===== config.mk =====
export PLATFORM = sky130hd
export DESIGN_NAME = nios_system_keys_in
export DESIGN_NICKNAME = d
export VERILOG_FILES = /design/src/rtl/nios_pio_pkg.sv /design/src/rtl/pio_in_debounce.sv /design/src/rtl/nios_system_keys_in.sv
export SDC_FILE = /design/constraint.sdc
export NUM_CORES = 1
export LEC_CHECK = 0
export BUFFER_PORTS_ARGS = -buffer_cell sky130_fd_sc_hd__buf_2
export CAP_MARGIN = 20
export CORE_UTILIZATION = 30
export DETAILED_ROUTE_END_ITERATION = 6
export GPL_TIMING_DRIVEN = 0
export HOLD_SLACK_MARGIN = 0.06
export SYNTH_ARGS = -nofsm -noshare
export SYNTH_HDL_FRONTEND = slang
export SYNTH_SLANG_ARGS = --single-unit

===== constraint.sdc =====
create_clock -name clk -period 1.9 [get_ports clk]
set_input_delay 0.095 -clock clk [delete_from_list [all_inputs] [get_ports clk]]
set_output_delay 0.095 -clock clk [all_outputs]
set_load 0.02 [all_outputs]

===== src/rtl/nios_pio_pkg.sv =====
// Shared definitions for the Nios parallel I/O ports: register map and
// edge-capture encodings used by the input/output ports and driver headers.
package nios_pio_pkg;

   localparam logic [1:0] PIO_ADDR_DATA    = 2'd0;
   localparam logic [1:0] PIO_ADDR_RSVD    = 2'd1;
   localparam logic [1:0] PIO_ADDR_IRQMASK = 2'd2;
   localparam logic [1:0] PIO_ADDR_EDGECAP = 2'd3;

   localparam int PIO_EDGE_RISING  = 0;
   localparam int PIO_EDGE_FALLING = 1;
   localparam int PIO_EDGE_ANY     = 2;

   typedef enum logic {
      DB_IDLE,
      DB_COUNTING
   } db_state_e;

   // Edge event for one bit given the current and previous debounced value.
   function automatic logic pio_edge_event(input int edge_type, input logic cur, input logic prev);
      logic rise;
      logic fall;
      rise = cur & ~prev;
      fall = ~cur & prev;
      if (edge_type == PIO_EDGE_RISING)
         return rise;
      else if (edge_type == PIO_EDGE_FALLING)
         return fall;
      else
         return rise | fall;
   endfunction

endpackage


===== src/rtl/pio_in_debounce.sv =====
// One input bit: 2-flop synchronizer followed by a counter-based debouncer
// that accepts a new level only after DEBOUNCE_CYCLES consecutive samples.
module pio_in_debounce
   import nios_pio_pkg::*;
#(
   parameter int DEBOUNCE_CYCLES = 50000
) (
   input  logic clk,
   input  logic reset,
   input  logic raw,
   output logic stable
);

   localparam int CW = $clog2(DEBOUNCE_CYCLES + 1);
   localparam logic [CW-1:0] CNT_LAST = CW'(DEBOUNCE_CYCLES - 1);

   logic          sync_meta;
   logic          sync;
   logic [CW-1:0] cnt;
   db_state_e     state;

   // A mismatch that disappears before the count completes drops back to IDLE
   // with a zero count, so a glitch never accumulates across separate pulses.
   always_ff @(posedge clk) begin
      if (reset) begin
         sync_meta <= 1'b0;
         sync      <= 1'b0;
         stable    <= 1'b0;
         cnt       <= '0;
         state     <= DB_IDLE;
      end else begin
         sync_meta <= raw;
         sync      <= sync_meta;
         case (state)
            DB_IDLE: begin
               if (sync != stable) begin
                  if (cnt == CNT_LAST) begin
                     stable <= sync;
                     cnt    <= '0;
                  end else begin
                     cnt   <= cnt + 1'b1;
                     state <= DB_COUNTING;
                  end
               end
            end
            DB_COUNTING: begin
               if (sync == stable) begin
                  cnt   <= '0;
                  state <= DB_IDLE;
               end else if (cnt == CNT_LAST) begin
                  stable <= sync;
                  cnt    <= '0;
                  state  <= DB_IDLE;
               end else begin
                  cnt <= cnt + 1'b1;
               end
            end
            default: begin
               cnt   <= '0;
               state <= DB_IDLE;
            end
         endcase
      end
   end

endmodule


===== src/rtl/nios_system_keys_in.sv =====
// Avalon-MM input port: debounced key/switch inputs, edge capture register
// with write-1-to-clear, interrupt mask and a level interrupt.
module nios_system_keys_in
   import nios_pio_pkg::*;
#(
   parameter int WIDTH           = 4,
   parameter int DEBOUNCE_CYCLES = 50000,
   parameter int EDGE_TYPE       = 0
) (
   input  logic             clk,
   input  logic             reset,
   input  logic [1:0]       address,
   input  logic             chipselect,
   input  logic             write_n,
   input  logic [31:0]      writedata,
   input  logic [WIDTH-1:0] in_port,
   output logic [31:0]      readdata,
   output logic             irq
);

   logic [WIDTH-1:0] stable;
   logic [WIDTH-1:0] prev;
   logic [WIDTH-1:0] edge_evt;
   logic [WIDTH-1:0] irq_mask;
   logic [WIDTH-1:0] edge_cap;
   logic [WIDTH-1:0] cap_clr;
   logic             wr_en;
   logic             unused_wdata;

   generate
      for (genvar i = 0; i < WIDTH; i++) begin : g_bit
         pio_in_debounce #(
            .DEBOUNCE_CYCLES(DEBOUNCE_CYCLES)
         ) u_debounce (
            .clk   (clk),
            .reset (reset),
            .raw   (in_port[i]),
            .stable(stable[i])
         );
      end
   endgenerate

   assign wr_en        = chipselect & ~write_n;
   assign unused_wdata = ^writedata;

   always_comb begin
      edge_evt = '0;
      cap_clr  = '0;
      for (int i = 0; i < WIDTH; i++)
         edge_evt[i] = pio_edge_event(EDGE_TYPE, stable[i], prev[i]);
      if (wr_en && address == PIO_ADDR_EDGECAP)
         cap_clr = writedata[WIDTH-1:0];
   end

   // A new event is OR-ed in after the clear so that a same-cycle event wins.
   always_ff @(posedge clk) begin
      if (reset) begin
         prev     <= '0;
         irq_mask <= '0;
         edge_cap <= '0;
      end else begin
         prev     <= stable;
         edge_cap <= (edge_cap & ~cap_clr) | edge_evt;
         if (wr_en && address == PIO_ADDR_IRQMASK)
            irq_mask <= writedata[WIDTH-1:0];
      end
   end

   always_comb begin
      readdata = '0;
      case (address)
         PIO_ADDR_DATA:    readdata = 32'(stable);
         PIO_ADDR_IRQMASK: readdata = 32'(irq_mask);
         PIO_ADDR_EDGECAP: readdata = 32'(edge_cap);
         default:          readdata = '0;
      endcase
   end

   assign irq = |(edge_cap & irq_mask);

endmodule


==> flow_summary.toml, run 1 <==
[floorplanning]
core-area_mm2 = 0.0152
rows = 45
ios = 75
floorplan.initialDensity_pct = 30.7
dieWidth_um = 127
dieArea_mm2 = 0.0160
die_h_um = 127

[finish]
stdcell_area_mm2 = 0.00588
fin_cells = 815
diodes = 0
layout-drive-gt1-share_pct = 24.2
area_growth_pct = 26.2
nFillCells = 1530
layout.nets = 669

[min_path]
worstHoldStart = "writedata[3]"
min_to = "irq_mask[3]$_SDFFE_PP0P_"
hold_path_class = "primary input to register"
hold_path_depth = 3

[pwr]
pwr-share-seq_pct = 50.2
clkPwrFrac_pct = 41.4
p_leak_uw = 0.00230
combPwrFrac_pct = 8.4
switchingPower_uw = 958
vdd_drop_max_uv = 428
switching_share_pct = 24.5
power_density_mw_per_mm2 = 665
internal_power_uw = 2950

[yosys]
syn_inst = 541
ys_top_cells_by_count = "92 x dfxtp_1, 47 x nand2_1, 45 x nor2_1, 39 x a21oi_1, 34 x nand3_1"
yosysMostFrequentCell = "dfxtp_1"
syn_area_mm2 = 0.00466
synthTopCellsByArea = "dfxtp_1 40%, buf_4 5.0%, a21oi_1 4.2%, nand2_1 3.8%, a31oi_1 3.8%"
async_reset_ff_share_pct = 0
synth_warnings = 0
synth_edf_count = 0
netlist-cell-type-count = 56
netlist.area_leader.share_pct = 39.5
yosysTopAreaCell = "dfxtp_1"
ys_ff_latch = 92
synth_seq_area_share_pct = 39.5
yosys_most_used_dff = "dfxtp_1"
postSynthAreaPerCell_um2 = 8.61

[global_route]
grt_usage_pct = 14.1
antenna_found_initial = 0
grt_max_degree = 15
grt_pass1_vias = 3823
gr-total-overflow = 0
met2_usage_pct = 23.7
grtUsageMet3_pct = 3.54
grt_busiest_layer = "met2"
grt_first_pass_wirelength_mm = 18.3
met1_usage_pct = 17.8

[flow_run]
drv_cap = 0

[clock_network]
clk_pin_slew_worst_paths_ps = 60
ctsLongestPathBuffers = 2
htreeDepth = 3
insertion_delay_ps = 340
cts_inserted_buffers = 9
clock-root-buffer = "clkbuf_16"
tritoncts = "yes"
clock-sinks = 92

[placed_design]
place_hpwl_mm = 7.59
placed_cell_area_mm2 = 0.00509
dp_cells = 774
port_buffers = 17
globalplace.congestion = 0.827

[timing]
fin_hold_ws_ps = 76.6
min_period_over_period_pct = 103
slew_viol_final = 0
finalCriticalPeriod_ps = 1960
setup_viol = 9
skew_ps = 5.26
setup_slack_ps = -60.9
hold_violations = 0
slew_headroom_pct = 50.3
rsz0062_at_grt = "true"
fmax_ghz = 0.510
tightest_slew_ps = 741

[critical_path]
r2r_end = "g_bit[1].u_debounce.cnt[9]$_SDFFE_PP0P_"
required_ps = 2130
start_kind = "register"
crit_chain = "or4b_4 > nor4_4 > nor3_4 > a21o_1 > a22o_1"
arrival_ps = 2200
worst_r2r_startpoint = "g_bit[1].u_debounce.cnt[11]$_SDFFE_PP0P_"
critPathKind = "register to register"
r2r_setup_slack_ps = -60
rr_worst_depth = 5
path_buf_inv = 0
slowest_delay_ps = 540
crit_path_max_fanout = 7
critPathTopFamily = "simple AND/OR/NAND/NOR gates"
worstSetupEndpointType = "register"
slowest_stage = "or4b_4"

[detailed_routing]
drc = 0
drtPass1Iterations = 5
viasPerCell = 5.21
final_antenna_net_count = 0
wl_mm = 11.5
drt-initial-drc-count = 419
routed_wire_length_per_instance_um = 14.1
vias = 4247

[status]
violations = "setup timing"
run_status = "complete, but fails checks"
## metrics by stage
| step | total power, µW | setup slack, ps | util, % | TNS, ps |
|---|---|---|---|---|
| floorplan | 2220 | 11.1 | - | 0 |
| CTS | 3950 | -48.7 | 37.5 | -231 |
| global route | 4070 | -126 | 38.7 | -1120 |
| global placement | 2280 | -277 | 33.5 | -6850 |
| finish | 3910 | -60.9 | 38.7 | -263 |
| detailed placement | 2290 | -340 | 33.5 | -7990 |
## flip-flops by register name (all words and copies together) (netlist names)
signal / count
edge_cap: 4
irq_mask: 4
g_bit.u_debounce.cnt: 64
g_bit.u_debounce.sync: 4
g_bit.u_debounce.state: 4
g_bit.u_debounce.stable: 4
prev: 4
g_bit.u_debounce.sync_meta: 4
## layer usage
metal  vias up  wire, µm
li1       2111         -
met1      2041      5320
met2        83      5540
met3        12       441
met4         0       181
met5         -         0
## what timing repair did
action,in CTS,in global routing
buffers inserted,14,4
cloned,3,1
endpoints found under the hold margin,7,0
resized for setup,38,39
endpoints found under the setup margin,53,48
pin swaps,5,9
hold buffers,7,0
## power by group through the flow
stage | logic, µW | clock network, µW | registers, µW
final | 327 | 1620 | 1960
after global routing | 356 | 1750 | 1960
after CTS | 316 | 1670 | 1960
after detailed placement | 283 | 0 | 2010
after global placement | 275 | 0 | 2010
after floorplan | 217 | 0 | 2010
## tightest hold or removal path: stages
cell and delay, ps:
buf_2 130, mux2i_1 80, nor2_1 70
## how the worst max path moves through the flow
stage / startpoint / end / slack, ps / depth (start not counted)
floorplan: g_bit[2].u_debounce.cnt[0]$_SDFFE_PP0P_ / g_bit[2].u_debounce.cnt[10]$_SDFFE_PP0P_ / 10 / 10
global placement: g_bit[0].u_debounce.cnt[0]$_SDFFE_PP0P_ / g_bit[0].u_debounce.cnt[13]$_SDFFE_PP0P_ / -280 / 10
detailed placement: g_bit[0].u_debounce.cnt[0]$_SDFFE_PP0P_ / g_bit[0].u_debounce.cnt[13]$_SDFFE_PP0P_ / -340 / 10
CTS: g_bit[2].u_debounce.cnt[0]$_SDFFE_PP0P_ / g_bit[2].u_debounce.cnt[7]$_SDFFE_PP0P_ / -50 / 11
global route: g_bit[2].u_debounce.cnt[0]$_SDFFE_PP0P_ / g_bit[2].u_debounce.cnt[10]$_SDFFE_PP0P_ / -130 / 10
finish: g_bit[1].u_debounce.cnt[11]$_SDFFE_PP0P_ / g_bit[1].u_debounce.cnt[9]$_SDFFE_PP0P_ / -60 / 5
## cells by family (layout without fill, tap and decap cells)
kind of cell / Yosys count / after routing / share of synthesized area [%]
muxes: 17 / 17 / 3.76
DFF: 92 / 92 / 39.5
adders and majority gates: 4 / 4 / 1.07
other: 1 / 28 / 0.0805
buffers and inverters: 55 / 114 / 7.76
and+or+nand+nor: 239 / 239 / 28.7
AOI/OAI and AO/OA: 122 / 122 / 17.0
xor gates and xnor gates: 11 / 11 / 2.07
## placed cells by master (no fill, tap or decap), types with 4 or more instances in the layout
cell / n
ha_4: 4
nand2_1: 46
clkbuf_1: 7
and3_1: 13
a22o_1: 16
clkbuf_16: 9
a221o_1: 4
and4_1: 8
xnor2_1: 6
buf_6: 8
dfxtp_2: 7
mux2i_1: 13
mux2_2: 4
dfxtp_1: 78
buf_4: 46
and2_1: 6
nand2b_1: 5
a21o_1: 7
nor3_1: 10
or3_1: 9
xor2_1: 4
nor2_1: 43
a31oi_1: 26
dlygate4sd3_1: 7
a21oi_2: 8
dfxtp_4: 7
conb_1: 28
o21ai_0: 10
nor2b_1: 16
nand3_1: 34
nand4_1: 12
a21oi_1: 31
buf_2: 22
## final cells by class
cell class                      count  area, µm²  area share [%]
Buffer                             49        364            6.19
Timing Repair Buffer               47        355            6.04
Multi-Input combinational cell    421       2770            47.2
Sequential cell                    92       1880            31.9
Clock buffer                       10        229            3.89
Tap cell                          188        235            4.00
Clock inverter                      5       30.0           0.511
Inverter                            3       16.3           0.277
Power figures use the tool's default switching activity.
==> run 2, diff against run 1 <==
--- a/config.mk
+++ b/config.mk
@@ -5,10 +5,11 @@
 export SDC_FILE = /design/constraint.sdc
 export NUM_CORES = 1
 export LEC_CHECK = 0
-export BUFFER_PORTS_ARGS = -buffer_cell sky130_fd_sc_hd__buf_2
 export CAP_MARGIN = 20
 export CORE_UTILIZATION = 30
+export CTS_BUF_LIST = sky130_fd_sc_hd__clkbuf_4 sky130_fd_sc_hd__clkbuf_8 sky130_fd_sc_hd__clkbuf_16
 export DETAILED_ROUTE_END_ITERATION = 6
+export DONT_BUFFER_PORTS = 1
 export GPL_TIMING_DRIVEN = 0
 export HOLD_SLACK_MARGIN = 0.06
 export SYNTH_ARGS = -nofsm -noshare
==> flow_summary.toml, run 2 (same netlist as run 1, synthesis figures left out) <==
[detailed_routing]
drc = 0
final_antenna_net_count = 0
vias = 4145
drtPass1Iterations = 4
routed_wire_length_per_instance_um = 14.2
drt-initial-drc-count = 308
viasPerCell = 5.16
wl_mm = 11.4

[finish]
area_growth_pct = 25.8
nFillCells = 1504
regArea_mm2 = 0.00187
layout_commonest_cell = "dfxtp_1"
final_cell_mix = "77 x dfxtp_1, 47 x buf_4, 46 x nand2_1, 43 x nor2_1"
fin_util_pct = 38.6
multi_input_area_mm2 = 0.00275
diodes = 0
largest_register_ffs = 64
layout-drive-gt1-share_pct = 22.0
top_register = "g_bit.u_debounce.cnt"
layout.nets = 656

[clock_network]
cts_inserted_buffers = 9
clock-sinks = 92
ctsLongestPathBuffers = 2
clock-root-buffer = "clkbuf_16"
tritoncts = "yes"
insertion_delay_ps = 350
htreeDepth = 3
clk_pin_slew_worst_paths_ps = 70

[critical_path]
r2r_setup_slack_ps = 7
arrival_ps = 2130
critPathKind = "register to register"
required_ps = 2140
worstSetupEndpointType = "register"
start_kind = "register"
crit_path_max_fanout = 7

[timing]
rsz0062_at_grt = "true"
tightest_slew_ps = 697
min_period_over_period_pct = 99.6
fin_tns_setup_ps = 0
hold_violations = 0
setup_slack_ps = 6.98
fmax_ghz = 0.528
fin_hold_ws_ps = 153
slew_viol_final = 0
skew_ps = 7.98
setup_viol = 0
slew_headroom_pct = 53.3
finalCriticalPeriod_ps = 1890

[pwr]
combPwrFrac_pct = 7.5
p_leak_uw = 0.00227
total_power_uw = 4150
vdd_drop_max_uv = 436
switchingPower_uw = 972
pwr-share-seq_pct = 47.3
switching_share_pct = 23.4
power_density_mw_per_mm2 = 708
internal_power_uw = 3180
clkPwrFrac_pct = 45.2

[placed_design]
place_hpwl_mm = 7.44
pre_cts_ws_ps = -294
port_buffers = 0
globalplace.congestion = 0.829

[floorplanning]
ios = 75
die_h_um = 127
core-area_mm2 = 0.0152
dieWidth_um = 127
rows = 45
dieArea_mm2 = 0.0160
floorplan.initialDensity_pct = 30.7

[flow_run]
drv_cap = 0

[global_route]
grt_usage_pct = 14.3
grt_first_pass_wirelength_mm = 18.4
antenna_found_initial = 0
gr-total-overflow = 0
grt_pass1_vias = 3881
grt_max_degree = 15

[min_path]
hold_path_class = "primary input to register"

[status]
run_status = "finished, final reports clean"
-- run 2: cell count changes in the layout (fill, tap and decap cells not counted), moves of 2 or more --
cell and delta:
buf_2 -16, dfxtp_4 -2, clkbuf_8 +2, a21oi_2 -3, a21oi_1 +3, dfxtp_2 +3
dlygate4sd3_1 +2
-- run 2: through the flow --
stage               instances  area (µm²)
floorplan                 568        4770
global placement          756        5000
detailed placement        757        5010
CTS                       800        5700
global route              803        5860
finish                    803        5860
-- run 2: routing by layer --
layer  up-vias  track usage (%)  wire length, µm
li1       2077                -                -
met2        76             24.7             5630
met5         -                0                0
met1      1983             17.1             5200
met3         9             4.18              480
met4         0             4.46              101
-- run 2: path summary, 6_finish.rpt --
| kind | start | end | cells after the start |
|---|---|---|---|
| hold reg to reg | g_bit[3].u_debounce.sync_meta$_SDFF_PP0_ | g_bit[3].u_debounce.sync$_SDFF_PP0_ | 1 |
| setup / recovery | g_bit[1].u_debounce.cnt[12]$_SDFFE_PP0P_ | g_bit[1].u_debounce.cnt[9]$_SDFFE_PP0P_ | 5 |
| hold / removal | reset | g_bit[2].u_debounce.cnt[3]$_SDFFE_PP0P_ | 3 |
| setup reg to reg | g_bit[1].u_debounce.cnt[12]$_SDFFE_PP0P_ | g_bit[1].u_debounce.cnt[9]$_SDFFE_PP0P_ | 5 |
-- run 2: worst max-delay path, cell delays in order, from the launching register on --
cell     delay (ps)
dfxtp_4         370
or4b_4          520
nor4_4          360
nor3_4          120
a21o_1          190
a22o_1          220
-- run 2: layout make-up --
class	instances	area share [%]
inverters	3	0.278
well taps	188	4.01
clock inverters	4	0.811
repair buffers	35	5.64
clock buffers	12	4.44
plain buffers	48	5.96
flip-flops and latches	92	32.0
multi-input cells	421	46.9
-- run 2: power groups by stage --
stage	Clock, µW	Combinational [µW]	Sequential [µW]
4_1_cts	1920	304	1960
2_1_floorplan	0	217	2010
3_3_place_gp	0	255	2010
3_5_place_dp	0	261	2010
5_1_grt	2000	340	1970
6_report	1880	312	1960
-- run 2: repair_timing --
action / in CTS / in global routing
pin swaps: 7 / 11
endpoints found under the setup margin: 53 / 51
hold buffers: 9 / 0
buffers inserted: 16 / 4
resized for setup: 36 / 35
gates cloned: 3 / 2
endpoints found under the hold margin: 14 / 0
